==> config.mk <==
export PLATFORM = sky130hd
export DESIGN_NAME = muldiv_unit
export DESIGN_NICKNAME = d
export VERILOG_FILES = /design/src/rtl/muldiv_unit.sv
export SDC_FILE = /design/constraint.sdc
export NUM_CORES = 1
export LEC_CHECK = 0
export CORE_UTILIZATION = 45
export DETAILED_ROUTE_END_ITERATION = 10
export PLACE_DENSITY_LB_ADDON = 0.3
export REMOVE_ABC_BUFFERS = 1
export SKIP_CTS_REPAIR_TIMING = 1
export SYNTH_ARGS = -nofsm -noshare
export SYNTH_HDL_FRONTEND = slang
export SYNTH_SLANG_ARGS = --single-unit
==> constraint.sdc <==
create_clock -name clk -period 4.1 [get_ports clk]
set_clock_uncertainty 0.2 [all_clocks]
set_input_delay 0.82 -clock clk [delete_from_list [all_inputs] [get_ports clk]]
set_output_delay 0.82 -clock clk [all_outputs]
set_load 0.05 [all_outputs]
==> src/rtl/muldiv_unit.sv <==
// muldiv_unit: iterative MIPS MULT/MULTU/DIV/DIVU unit holding the HI/LO registers.
// Optional macro MULDIV_EARLY_TERM_EN ends multiply iterations once the remaining multiplier is zero.
module muldiv_unit #(
   parameter int WIDTH = 32,
   parameter logic [WIDTH-1:0] DIV0_LO = '1
) (
   input  logic             clk,
   input  logic             rst_n,
   input  logic             start,
   input  logic [1:0]       op,
   input  logic [WIDTH-1:0] rs_data,
   input  logic [WIDTH-1:0] rt_data,
   input  logic             hi_we,
   input  logic             lo_we,
   input  logic [WIDTH-1:0] wdata,
   output logic             busy,
   output logic             done,
   output logic [WIDTH-1:0] hi,
   output logic [WIDTH-1:0] lo
);
   localparam int CW = $clog2(WIDTH);
   localparam logic [CW-1:0] CNT_LAST = CW'(WIDTH - 1);

   typedef enum logic [1:0] {IDLE, CALC, FIX} state_t;

   state_t               state, state_nx;
   logic [2*WIDTH-1:0]   acc, mcand, prod_s;
   logic [WIDTH-1:0]     mplier, a_abs, b_abs, quo_s, rem_s;
   logic [WIDTH:0]       diff;
   logic [CW-1:0]        cnt;
   logic                 is_div, neg_q, neg_r, accept, div0, last, sgn;

   assign sgn    = ~op[0];
   assign a_abs  = (sgn && rs_data[WIDTH-1]) ? -rs_data : rs_data;
   assign b_abs  = (sgn && rt_data[WIDTH-1]) ? -rt_data : rt_data;
   assign diff   = acc[2*WIDTH-1:WIDTH-1] - {1'b0, mcand[WIDTH-1:0]};
   assign prod_s = neg_q ? -acc : acc;
   assign quo_s  = neg_q ? -acc[WIDTH-1:0] : acc[WIDTH-1:0];
   assign rem_s  = neg_r ? -acc[2*WIDTH-1:WIDTH] : acc[2*WIDTH-1:WIDTH];
   assign busy   = state != IDLE;
`ifdef MULDIV_EARLY_TERM_EN
   assign last   = cnt == CNT_LAST || (!is_div && mplier[WIDTH-1:1] == '0);
`else
   assign last   = cnt == CNT_LAST;
`endif

   // state register
   always_ff @(posedge clk or negedge rst_n)
      if (!rst_n) state <= IDLE;
      else        state <= state_nx;

   // next state; a zero divisor is answered directly from IDLE
   always_comb begin
      state_nx = state;
      div0     = 1'b0;
      accept   = 1'b0;
      case (state)
         IDLE: begin
            div0     = start && op[1] && rt_data == '0;
            accept   = start && !div0;
            state_nx = accept ? CALC : IDLE;
         end
         CALC:    state_nx = last ? FIX : CALC;
         default: state_nx = IDLE;
      endcase
   end

   // operand capture, shift-add / restoring-divide iterations, HI/LO update
   always_ff @(posedge clk or negedge rst_n)
      if (!rst_n) begin
         done   <= 1'b0;
         hi     <= '0;
         lo     <= '0;
         acc    <= '0;
         mcand  <= '0;
         mplier <= '0;
         cnt    <= '0;
         is_div <= 1'b0;
         neg_q  <= 1'b0;
         neg_r  <= 1'b0;
      end else begin
         done <= div0 || state == FIX;
         if (accept) begin
            is_div <= op[1];
            neg_q  <= sgn && (rs_data[WIDTH-1] ^ rt_data[WIDTH-1]);
            neg_r  <= sgn && rs_data[WIDTH-1];
            cnt    <= '0;
            acc    <= op[1] ? {{WIDTH{1'b0}}, a_abs} : '0;
            mcand  <= {{WIDTH{1'b0}}, op[1] ? b_abs : a_abs};
            mplier <= b_abs;
         end else if (state == CALC) begin
            cnt <= cnt + 1'b1;
            if (is_div)
               acc <= diff[WIDTH] ? {acc[2*WIDTH-2:0], 1'b0} : {diff[WIDTH-1:0], acc[WIDTH-2:0], 1'b1};
            else begin
               acc    <= acc + (mplier[0] ? mcand : '0);
               mcand  <= mcand << 1;
               mplier <= mplier >> 1;
            end
         end
         if (div0) begin
            hi <= rs_data;
            lo <= DIV0_LO;
         end else if (state == FIX)
            {hi, lo} <= is_div ? {rem_s, quo_s} : prod_s;
         else if (state == IDLE && !start) begin
            if (hi_we) hi <= wdata;
            if (lo_we) lo <= wdata;
         end
      end
endmodule
==> flow_summary_export.csv <==
group,metric,value,unit
run_status,run_status,"finished clean",
timing,slew_viol_final,0,
detailed_routing,first_iter_violations,2607,
detailed_routing,vias,23000,
timing,worst_pin_slew,0.923,ns
worst_setup_path,cpMostUsedCell,"buf_4",
global_routing,antenna_found_initial,2,
timing,max_freq,246,MHz
global_routing,grt_max_degree,71,
clocking,ctsRootBufferMaster,"clkbuf_16",
detailed_routing,drt_first_pass_iters,6,
cells_and_area,drive_gt1_share,14.2,%
synthesis,synth_top_area_share,28.7,%
clocking,cts_tree,"done",
pwr,combPwrFrac,68.8,%
run,maxCapViolCount,0,
pwr,vdd_ir_drop_max,0.519,mV
clocking,cts_num_sinks,235,
floorplanning,core_area,44600,sq um
cells_and_area,finalNetCount,3233,
pwr,p_seq_share,18.5,%
worst_setup_path,crit_fanout,27,
cells_and_area,multi_input_area,13800,sq um
worst_setup_path,cp_cell_sequence,"buf_4, buf_4, and2_1, ha_2, nand2_1, o211ai_1, o211a_1, o211ai_2, buf_4, a31oi_1, a31o_2, nand4_1, nand2_1, xnor2_1, o221ai_1",
pwr,p_per_area,910,nW/um^2
placement,place_congestion,0.998,
synthesis,seq_area_frac_synth,28.7,%
clocking,clock_latency,0.61,ns
pwr,swShare,50.5,%
synthesis,yosysWarnings,0,
global_routing,grt_pass1_vias,21700,
synthesis,synthTopCellsByArea,"dfrtp_1 29%, nand2_1 7.2%, a21oi_1 6.6%, ha_1 6.2%, xnor2_1 4.7%",
timing,hold_viol,0,
synthesis,mappedNetlistArea,20500,sq um
clocking,htree_levels,1,
floorplanning,start_util,46.0,%
floorplanning,die_area,46500,sq um
global_routing,grt_usage,36.7,%
placement,hpwl,67.9,mm
worst_setup_path,end_kind,"flip-flop",
detailed_routing,ant_nets,0,
detailed_routing,route.final.wire_length,87.6,mm
worst_setup_path,cp.required,4.37,ns
synthesis,syn_area_per_cell,7.63,sq um
synthesis,synthCells,2690,
timing,fin_crit,4.06,ns
clocking,clockBufferDepth,3,
clocking,numCtsBuffers,31,
pwr,total_leakage_power,11.3,nW
synthesis,post-synth-top-count-cell,"nand2_1",
pwr,p_total,23.7,mW
timing,finalSetupViolCount,0,
synthesis,synth-edff-count,0,
synthesis,synth_largest_area_cell,"dfrtp_1",
global_routing,gr-total-overflow,0,
timing,rsz0062_at_grt,"true",
synthesis,ys.flop_type,"dfrtp_1",
timing,slew-limit-headroom,38.2,%
hold_path,worstHoldPathType,"flip-flop to flip-flop",
pwr,p_sw,12.0,mW
detailed_routing,drc,0,
floorplanning,ioPinCount,169,
synthesis,synth.distinct_cells,89,
worst_setup_path,max_stage_delay,0.74,ns
cells_and_area,area_growth,27.2,%
worst_setup_path,start_kind,"flip-flop",
pwr,p_int,11.8,mW
synthesis,ys_ff_latch,235,
detailed_routing,vias_per_cell,6.31,
floorplanning,die_y,216,microns
worst_setup_path,cp_slowest_cell,"a31oi_1",
floorplanning,die_width,216,microns
clocking,clkTransAtPathRegs,0.06,ns
synthesis,synth_commonest_cells,"391 x nand2_1, 270 x a21oi_1, 235 x dfrtp_1",
cells_and_area,seqCellArea,5880,sq um
timing,period_share,99.1,%
worst_setup_path,crit_type,"flip-flop to flip-flop",
timing,final.setup.tns,0,ns
worst_setup_path,cp_data_arrival_time,4.33,ns
pwr,pwr-share-clk,12.7,%
placement,io_buffer_count,168,
floorplanning,row_count,77,
global_routing,grt_pass1_wl,132,mm
detailed_routing,wire_per_inst,24.1,microns
cells_and_area,nFillCells,4025,
synthesis,async_reset_ff_share,100,%
-- final cells by class --
cell class | instances | area share [%]
multi-input cells | 2204 | 53.0
inverters | 80 | 1.15
diodes | 1 | 0.00959
well taps | 592 | 2.84
clock buffers | 43 | 3.34
repair buffers | 475 | 16.2
clock inverters | 13 | 0.892
flip-flops and latches | 235 | 22.5
-- logic make-up (layout without fill, tap and decap cells) --
logic type,count (synthesis),after routing,share of synthesized area (%)
compound gates,872,872,26.9
xor+xnor,203,203,8.67
fa+ha+maj,103,103,6.35
buf+inv,251,611,4.89
flops,235,235,28.7
mux,43,43,2.12
other cells,0,1,0
simple gates,983,983,22.5
-- per-stage QoR --
stage / util (%) / setup WS (ns) / std cells / instance area (sq um) / hold WS [ns]
6_report: 58.5 / 0.0358 / 3643 / 26100 / 0.288
3_3_place_gp: 55.6 / -0.224 / 3582 / 24800 / 0.263
4_1_cts: 58.1 / -0.181 / 3638 / 25900 / -0.0426
5_1_grt: 58.5 / -0.0916 / 3642 / 26100 / 0.325
2_1_floorplan: - / -2.08 / 2519 / 19800 / 0.250
3_5_place_dp: 55.6 / -0.258 / 3582 / 24800 / 0.273
-- state kept, by name, indices dropped and copies added (netlist names), 2 cells and up --
| name | count |
|---|---|
| cnt | 5 |
| mcand | 64 |
| acc | 64 |
| lo | 32 |
| mplier | 32 |
| state | 2 |
| hi | 32 |
-- final timing paths --
| check | start | endpoint | slack, ns | depth (start not counted) |
|---|---|---|---|---|
| max | mplier[0] | acc[34] | 0.04 | 15 |
| min | hi[26] | hi[26] | 0.29 | 2 |
| max reg2reg | mplier[0] | acc[34] | 0.04 | 15 |
| min reg2reg | hi[26] | hi[26] | 0.29 | 2 |
| max in group asynchronous | rst_n | is_div | 1.91 | 3 |
| min in group asynchronous | rst_n | lo[5] | 0.56 | 2 |
-- power by group through the flow --
stage               clock (mW)  sequential, mW  combinational [mW]
floorplan                    0            5.46                8.35
global placement             0            4.36                15.5
detailed placement           0            4.38                15.8
CTS                       3.05            4.36                15.9
global route              3.13            4.48                17.5
finish                    3.03            4.39                16.3
-- critical path, delay by kind of cell, from the launching register on --
family / cells / cell delay, ns
AO/OA/AOI/OAI: 6 / 1.75
XOR/XNOR: 1 / 0.15
adder cells (fa/ha/maj): 1 / 0.38
buffers and inverters: 3 / 0.54
flip-flops: 1 / 0.40
AND/OR/NAND/NOR: 4 / 0.50
-- layer usage --
layer / track usage, % / share of wire, % / vias to the layer above
li1: - / - / 10400
met1: 50.8 / 42 / 11100
met2: 55.3 / 43 / 1317
met3: 7.19 / 9.9 / 240
met4: 16.7 / 5.2 / 0
met5: 0 / 0 / -
-- layout by cell type, fill, tap and decap left out, types with 28 or more instances in the layout --
cell type,instances
a21o_1,43
ha_1,98
nand3_1,44
dfrtp_1,234
a21oi_1,264
inv_1,78
and3_1,38
buf_4,287
nand2_1,389
o21ai_0,188
nor3_1,40
and2_1,77
o31ai_1,28
xnor2_1,111
a31oi_1,69
nor2_1,230
clkdlybuf4s50_1,166
mux2i_1,40
clkbuf_16,31
a211oi_1,33
a22oi_1,30
xor2_1,91
Note: power is estimated with default switching activity, not from simulation.
